[config.mk]
export PLATFORM = sky130hd
export DESIGN_NAME = smu_uart_mmio_flat
export DESIGN_NICKNAME = d
export VERILOG_FILES = /design/src/rtl/smu_uart_mmio_if.sv /design/src/rtl/smu_uart_mmio.sv /design/src/flat_wrapper.sv
export SDC_FILE = /design/constraint.sdc
export NUM_CORES = 1
export LEC_CHECK = 0
export BUFFER_PORTS_ARGS = -buffer_cell sky130_fd_sc_hd__buf_4
export CAP_MARGIN = 15
export CORE_MARGIN = 5
export CORE_UTILIZATION = 59
export DETAILED_ROUTE_END_ITERATION = 6
export PLACE_DENSITY = 0.92
export SLEW_MARGIN = 0
export SYNTH_ARGS = -nofsm -noshare
export SYNTH_HDL_FRONTEND = slang
export SYNTH_SLANG_ARGS = --single-unit
[constraint.sdc]
create_clock -name clk -period 3.2 [get_ports clk]
set_input_delay 0.64 -clock clk [delete_from_list [all_inputs] [get_ports clk]]
set_output_delay 0.64 -clock clk [all_outputs]
set_load 0.05 [all_outputs]
[src/rtl/smu_uart_mmio_if.sv]
// Data-bus port of the memory-mapped UART: chip select, strobes, address,
// byte enables and the two data paths between the CPU load/store unit and
// the peripheral.
interface smu_uart_mmio_if;
    logic        cs_n;
    logic        we;
    logic        re;
    logic [3:0]  addr;
    logic [3:0]  wbe;
    logic [31:0] wdata;
    logic [31:0] rdata;

    modport master (
        output cs_n, we, re, addr, wbe, wdata,
        input  rdata
    );

    modport slave (
        input  cs_n, we, re, addr, wbe, wdata,
        output rdata
    );
endinterface

[src/rtl/smu_uart_mmio.sv]
// Memory-mapped 8N1 UART: one TX holding register, one RX buffer and a
// status register. The baud rate is an integer division of the system clock.
// CLOCK_FREQ / BAUD_RATE must be at least 4 so the mid-bit sample point exists.
module smu_uart_mmio #(
    parameter int CLOCK_FREQ = 125_000_000,
    parameter int BAUD_RATE  = 115_200
) (
    input  logic           clk,
    input  logic           n_rst,
    smu_uart_mmio_if.slave bus,
    output logic           uart_txd,
    input  logic           uart_rxd
);

    localparam int CLKS_PER_BIT = CLOCK_FREQ / BAUD_RATE;
    localparam int CNT_W        = (CLKS_PER_BIT > 1) ? $clog2(CLKS_PER_BIT) : 1;
    localparam logic [CNT_W-1:0] BIT_LAST  = CNT_W'(CLKS_PER_BIT - 1);
    localparam logic [CNT_W-1:0] HALF_LAST = CNT_W'(CLKS_PER_BIT / 2 - 1);

    typedef enum logic [1:0] {
        ST_IDLE,
        ST_START,
        ST_DATA,
        ST_STOP
    } uart_state_t;

    // Bus decode
    logic       sel;
    logic [1:0] reg_idx;
    logic       data_wr;
    logic       stat_wr;
    logic       data_pop;
    logic       unused_bus;

    assign sel        = ~bus.cs_n;
    assign reg_idx    = bus.addr[3:2];
    assign data_wr    = sel & bus.we & bus.wbe[0] & (reg_idx == 2'd0);
    assign stat_wr    = sel & bus.we & bus.wbe[0] & (reg_idx == 2'd1);
    assign data_pop   = sel & bus.re & (reg_idx == 2'd0);
    assign unused_bus = ^{bus.addr[1:0], bus.wdata[31:8], bus.wbe[3:1]};

    // Transmitter state
    uart_state_t      tx_state;
    logic [CNT_W-1:0] tx_cnt;
    logic [2:0]       tx_idx;
    logic [7:0]       tx_shift;
    logic             tx_busy;

    assign tx_busy = (tx_state != ST_IDLE);

    // TX frame sequencer; the line level is registered from the state held
    // during the previous cycle, so it trails the state by exactly one clock.
    always_ff @(posedge clk or negedge n_rst) begin
        if (!n_rst) begin
            tx_state <= ST_IDLE;
            tx_cnt   <= '0;
            tx_idx   <= '0;
            tx_shift <= '0;
            uart_txd <= 1'b1;
        end else begin
            case (tx_state)
                ST_IDLE: begin
                    if (data_wr) begin
                        tx_shift <= bus.wdata[7:0];
                        tx_cnt   <= '0;
                        tx_state <= ST_START;
                    end
                end
                ST_START: begin
                    if (tx_cnt == BIT_LAST) begin
                        tx_cnt   <= '0;
                        tx_idx   <= '0;
                        tx_state <= ST_DATA;
                    end else begin
                        tx_cnt <= tx_cnt + 1'b1;
                    end
                end
                ST_DATA: begin
                    if (tx_cnt == BIT_LAST) begin
                        tx_cnt <= '0;
                        if (tx_idx == 3'd7) begin
                            tx_state <= ST_STOP;
                        end else begin
                            tx_idx <= tx_idx + 1'b1;
                        end
                    end else begin
                        tx_cnt <= tx_cnt + 1'b1;
                    end
                end
                ST_STOP: begin
                    if (tx_cnt == BIT_LAST) begin
                        tx_cnt   <= '0;
                        tx_state <= ST_IDLE;
                    end else begin
                        tx_cnt <= tx_cnt + 1'b1;
                    end
                end
                default: tx_state <= ST_IDLE;
            endcase

            case (tx_state)
                ST_START: uart_txd <= 1'b0;
                ST_DATA:  uart_txd <= tx_shift[tx_idx];
                default:  uart_txd <= 1'b1;
            endcase
        end
    end

    // Receiver front end
    logic [1:0] rx_sync;
    logic       rx_prev;
    logic       rx_s;
    logic       rx_fall;

    assign rx_s    = rx_sync[1];
    assign rx_fall = rx_prev & ~rx_s;

    // Two-flop synchronizer plus one delayed copy for falling-edge detection;
    // everything resets high so a quiet line is not mistaken for a start bit.
    always_ff @(posedge clk or negedge n_rst) begin
        if (!n_rst) begin
            rx_sync <= 2'b11;
            rx_prev <= 1'b1;
        end else begin
            rx_sync <= {rx_sync[0], uart_rxd};
            rx_prev <= rx_s;
        end
    end

    uart_state_t      rx_state;
    logic [CNT_W-1:0] rx_cnt;
    logic [2:0]       rx_idx;
    logic [7:0]       rx_shift;
    logic             rx_done;
    logic             rx_ferr;

    assign rx_done = (rx_state == ST_STOP) && (rx_cnt == BIT_LAST) &&  rx_s;
    assign rx_ferr = (rx_state == ST_STOP) && (rx_cnt == BIT_LAST) && !rx_s;

    // RX frame sequencer: re-check the start bit at its midpoint, then sample
    // every bit one bit-time after the previous sample point.
    always_ff @(posedge clk or negedge n_rst) begin
        if (!n_rst) begin
            rx_state <= ST_IDLE;
            rx_cnt   <= '0;
            rx_idx   <= '0;
            rx_shift <= '0;
        end else begin
            case (rx_state)
                ST_IDLE: begin
                    if (rx_fall) begin
                        rx_cnt   <= '0;
                        rx_state <= ST_START;
                    end
                end
                ST_START: begin
                    if (rx_cnt == HALF_LAST) begin
                        rx_cnt   <= '0;
                        rx_idx   <= '0;
                        rx_state <= rx_s ? ST_IDLE : ST_DATA;
                    end else begin
                        rx_cnt <= rx_cnt + 1'b1;
                    end
                end
                ST_DATA: begin
                    if (rx_cnt == BIT_LAST) begin
                        rx_cnt   <= '0;
                        rx_shift <= {rx_s, rx_shift[7:1]};
                        if (rx_idx == 3'd7) begin
                            rx_state <= ST_STOP;
                        end else begin
                            rx_idx <= rx_idx + 1'b1;
                        end
                    end else begin
                        rx_cnt <= rx_cnt + 1'b1;
                    end
                end
                ST_STOP: begin
                    if (rx_cnt == BIT_LAST) begin
                        rx_cnt   <= '0;
                        rx_state <= ST_IDLE;
                    end else begin
                        rx_cnt <= rx_cnt + 1'b1;
                    end
                end
                default: rx_state <= ST_IDLE;
            endcase
        end
    end

    // Status and RX buffer; hardware set events take priority over a
    // same-cycle clear from the bus.
    logic [7:0] rx_byte;
    logic       rx_valid;
    logic       overrun;
    logic       frame_err;

    // RX buffer and sticky status flags
    always_ff @(posedge clk or negedge n_rst) begin
        if (!n_rst) begin
            rx_byte   <= '0;
            rx_valid  <= 1'b0;
            overrun   <= 1'b0;
            frame_err <= 1'b0;
        end else begin
            if (rx_done) begin
                rx_byte  <= rx_shift;
                rx_valid <= 1'b1;
            end else if (data_pop) begin
                rx_valid <= 1'b0;
            end

            if (rx_done && rx_valid && !data_pop) begin
                overrun <= 1'b1;
            end else if (stat_wr && bus.wdata[2]) begin
                overrun <= 1'b0;
            end

            if (rx_ferr) begin
                frame_err <= 1'b1;
            end else if (stat_wr && bus.wdata[3]) begin
                frame_err <= 1'b0;
            end
        end
    end

    // Combinational read mux, forced to zero when the block is not selected
    always_comb begin
        bus.rdata = '0;
        if (sel) begin
            case (reg_idx)
                2'd0:    bus.rdata = {24'h0, rx_byte};
                2'd1:    bus.rdata = {28'h0, frame_err, overrun, rx_valid, tx_busy};
                default: bus.rdata = '0;
            endcase
        end
    end

endmodule

[src/flat_wrapper.sv]
// flat-port wrapper written by rule: the top's interface ports become plain ports
module smu_uart_mmio_flat 
#(
    parameter int CLOCK_FREQ = 125_000_000,
    parameter int BAUD_RATE  = 115_200
)
  (clk, n_rst, uart_txd, uart_rxd, bus_cs_n, bus_we, bus_re, bus_addr, bus_wbe, bus_wdata, bus_rdata);
  smu_uart_mmio_if bus_i ();
  input  logic clk;
  input  logic n_rst;
  output logic uart_txd;
  input  logic uart_rxd;
  input wire logic [$bits(bus_i.cs_n)-1:0] bus_cs_n;
  input wire logic [$bits(bus_i.we)-1:0] bus_we;
  input wire logic [$bits(bus_i.re)-1:0] bus_re;
  input wire logic [$bits(bus_i.addr)-1:0] bus_addr;
  input wire logic [$bits(bus_i.wbe)-1:0] bus_wbe;
  input wire logic [$bits(bus_i.wdata)-1:0] bus_wdata;
  output wire logic [$bits(bus_i.rdata)-1:0] bus_rdata;
  assign bus_i.cs_n = bus_cs_n;
  assign bus_i.we = bus_we;
  assign bus_i.re = bus_re;
  assign bus_i.addr = bus_addr;
  assign bus_i.wbe = bus_wbe;
  assign bus_i.wdata = bus_wdata;
  assign bus_rdata = bus_i.rdata;
  smu_uart_mmio #(.CLOCK_FREQ(CLOCK_FREQ), .BAUD_RATE(BAUD_RATE)) u_core (.clk(clk), .n_rst(n_rst), .bus(bus_i), .uart_txd(uart_txd), .uart_rxd(uart_rxd));
endmodule
==> results.yml <==
outcome:
  status: "finished clean"
clocking:
  cts-root-buf: "clkbuf_8"
  cts_resized: 0
  postCtsSetupBuffers: 0
  worstSkewPairLatency_ns: 0.34
  path_clk_slew_ns: 0.07
  tritoncts: "built"
  clockBufferDepth: 2
  cts_sinks: 63
  cts_made_buffers: 9
  holdBufCountCts: 0
  htree_levels: 3
pwr:
  power_frac_comb_pct: 32.1
  ir_drop_mv: 0.3578
  p_switching_mw: 0.9262
  p_per_area_nw_per_um2: 634.4
  p_seq_share_pct: 42.9
  internal-power_mw: 1.525
  swShare_pct: 37.78
  power_frac_clock_pct: 25.0
  p_leak_nw: 1.846
logic_synthesis:
  synth-edff-count: 0
  syn_inst: 325
  yosys.cell_count.top_type: "dfrtp_1"
  synth_area_leaders: "dfrtp_1, mux2_2, buf_4, ha_1, dfstp_2"
  synth_seq_area_share_pct: 44.57
  synth_common_cells: "dfrtp_1, nand2_1, buf_4"
  ys_seq_elements: 63
  synth_top_cell_area_share_pct: 41.61
  netlist_area_sq_um: 3548
  yosysTopAreaCell: "dfrtp_1"
  ys_types: 61
  ys_warn_count: 0
  postSynthAreaPerCell_sq_um: 10.92
  ys_dominant_reg_cell: "dfrtp_1"
  async_flop_share_pct: 100.0
place:
  dpl.hpwl_mm: 5.199
  post_dp_cell_area_sq_um: 3696
  portBuffers: 25
  gp_congestion: 0.8180
cells_and_area:
  area_growth_pct: 8.886
  multiInputGateArea_sq_um: 1762
  stdcell_area_sq_um: 3864
  register_area_sq_um: 1582
  nNetsFinal: 413
  antenna_cells: 0
  fill_cells: 441
  layout-drive-gt1-share_pct: 25.70
global_routing:
  grt_max_degree: 64
  antenna_found_initial: 0
  grt_pass1_wl_mm: 12.03
  grt_usage_pct: 20.21
  first_global_vias: 2570
  grt_overflow: 0
route:
  route.detailed.drc: 0
  ant_nets: 0
  drt_first_pass_iters: 7
  wl_mm: 7.248
  drt_iter0_markers: 181
  num_vias: 2593
  viasPerCell: 5.988
  wl_per_cell_um: 16.74
critical_path:
  startpoint_type: "flip-flop"
  cp_max_fo: 4
  endpoint_kind: "primary output"
  worstRegToRegCells: 6
  cp_data_arrival_time_ns: 1.82
  cp.required_ns: 2.56
  path_class: "flip-flop to primary output"
floorplanning:
  die_y_um: 87.55
  die_w_um: 87.55
  row_count: 28
  die-area_sq_um: 7665
  initial_core_util_pct: 60.29
  pin_count: 79
  core_area_sq_um: 5886
timing:
  finalCritPeriodShare_pct: 76.97
  report.final.slew_viol_count: 0
  finalCriticalPeriod_ns: 2.463
  timing.fmax_mhz: 406.0
  finalHoldViolations: 0
  worstMarginPinSlew_ns: 0.7912
  setup_viol: 0
  fin_hold_ws_ns: 0.3576
  relSlewSlack_pct: 47.25
  finClkSkew_ns: 0.007177
  rsz0062_at_grt: "false"
  setup_tns_ns: 0
worst_hold_path:
  hold_path_depth: 0
  hold_path.class: "flip-flop to flip-flop"
flow_run:
  cap_violations: 0
## critical path, stage by stage, from the launching register on
cell     delay [ns]
dfrtp_1        0.41
inv_1          0.10
ha_1           0.28
inv_1          0.18
mux2i_1        0.10
nor3_1         0.16
buf_4          0.23
## registers in the layout, summed over array words and instances, names as in the netlist, named ones only
name              flops
u_core.overrun        1
u_core.uart_txd       1
u_core.rx_byte        8
u_core.rx_valid       1
u_core.rx_sync        2
u_core.rx_prev        1
u_core.rx_shift       8
u_core.tx_cnt        11
u_core.tx_idx         3
u_core.tx_shift       8
u_core.frame_err      1
u_core.rx_state       1
u_core.rx_cnt        11
u_core.rx_idx         3
u_core.tx_state       2
## cell families (layout without fill, tap and decap cells)
| family | Yosys count | count (layout) | share of synthesized area, % |
|---|---|---|---|
| adders and majority gates | 14 | 14 | 4.937 |
| muxes | 35 | 35 | 11.50 |
| DFF | 63 | 63 | 44.57 |
| buffers and inverters | 48 | 58 | 8.216 |
| other | 1 | 24 | 0.1057 |
| xor gates and xnor gates | 1 | 1 | 0.2469 |
| AOI/OAI and AO/OA | 64 | 64 | 13.22 |
| and+or+nand+nor | 99 | 99 | 17.21 |
## metrics by stage
stage,utilization [%],total power [mW],setup WS [ns],std cells
3_3_place_gp,62.80,1.791,0.9587,417
3_5_place_dp,62.80,1.842,0.8427,417
4_1_cts,65.65,2.456,0.7634,433
5_1_grt,65.65,2.586,0.6672,433
6_report,65.65,2.451,0.7370,433
2_1_floorplan,-,1.661,0.6040,348
## metal layers
layer | up-vias | track usage, % | part of all wire (%) | wire, um
met5 | - | 0 | 0 | 0
met4 | 0 | 8.089 | 2.1 | 151
met3 | 19 | 5.174 | 6.1 | 441
met2 | 102 | 34.45 | 52 | 3774
met1 | 1270 | 24.45 | 40 | 2880
li1 | 1202 | - | - | -
## power by group through the flow
stage	Sequential (mW)	Combinational, mW	Clock (mW)
5_1_grt	1.07	0.858	0.663
2_1_floorplan	1.03	0.628	0
6_report	1.05	0.786	0.613
4_1_cts	1.05	0.785	0.623
3_5_place_dp	1.06	0.781	0
3_3_place_gp	1.05	0.738	0
## path summary, 6_finish.rpt
| kind | startpoint | endpoint | slack, ns |
|---|---|---|---|
| setup reg to reg | u_core.rx_cnt[0]$_DFFE_PN0P_ | u_core.rx_byte[2]$_DFFE_PN0P_ | 0.81 |
| min in group asynchronous | n_rst | u_core.tx_cnt[0]$_DFFE_PN0N_ | 0.38 |
| hold reg to reg | u_core.rx_sync[0]$_DFF_PN1_ | u_core.rx_sync[1]$_DFF_PN1_ | 0.36 |
| max in group asynchronous | n_rst | u_core.rx_shift[3]$_DFFE_PN0P_ | 2.31 |
| hold / removal | u_core.rx_sync[0]$_DFF_PN1_ | u_core.rx_sync[1]$_DFF_PN1_ | 0.36 |
| setup / recovery | u_core.tx_state[0]$_DFFE_PN0P_ | bus_rdata[0] | 0.74 |
## placed cells by master (no fill, tap or decap), types with 2 or more instances in the layout
cell type,instances
a21o_1,3
a21oi_1,4
a22o_1,9
a31o_2,3
a31oi_1,4
a32o_1,2
and2_1,8
and3_1,8
and4bb_2,2
buf_4,27
clkbuf_1,2
clkbuf_8,10
clkinv_2,3
conb_1,24
dfrtp_1,59
dfstp_2,4
ha_1,14
inv_1,15
mux2_2,25
mux2i_1,7
mux4_2,2
nand2_1,27
nand3_1,8
nand4_1,8
nor2_1,5
nor2b_1,2
nor3_1,9
nor3_2,3
nor4_1,2
nor4b_1,3
o211ai_1,2
o21a_1,2
o21ai_0,21
o22ai_1,2
or3_1,2
## cell type report
type	count	share of cell area, %
tap	75	2.429
inverter	15	1.457
timing repair buffer	27	5.246
sequential	63	40.93
clock inverter	4	0.5829
multi-input combinational	237	45.60
clock buffer	12	3.756
Note: power is estimated with default switching activity, not from simulation.
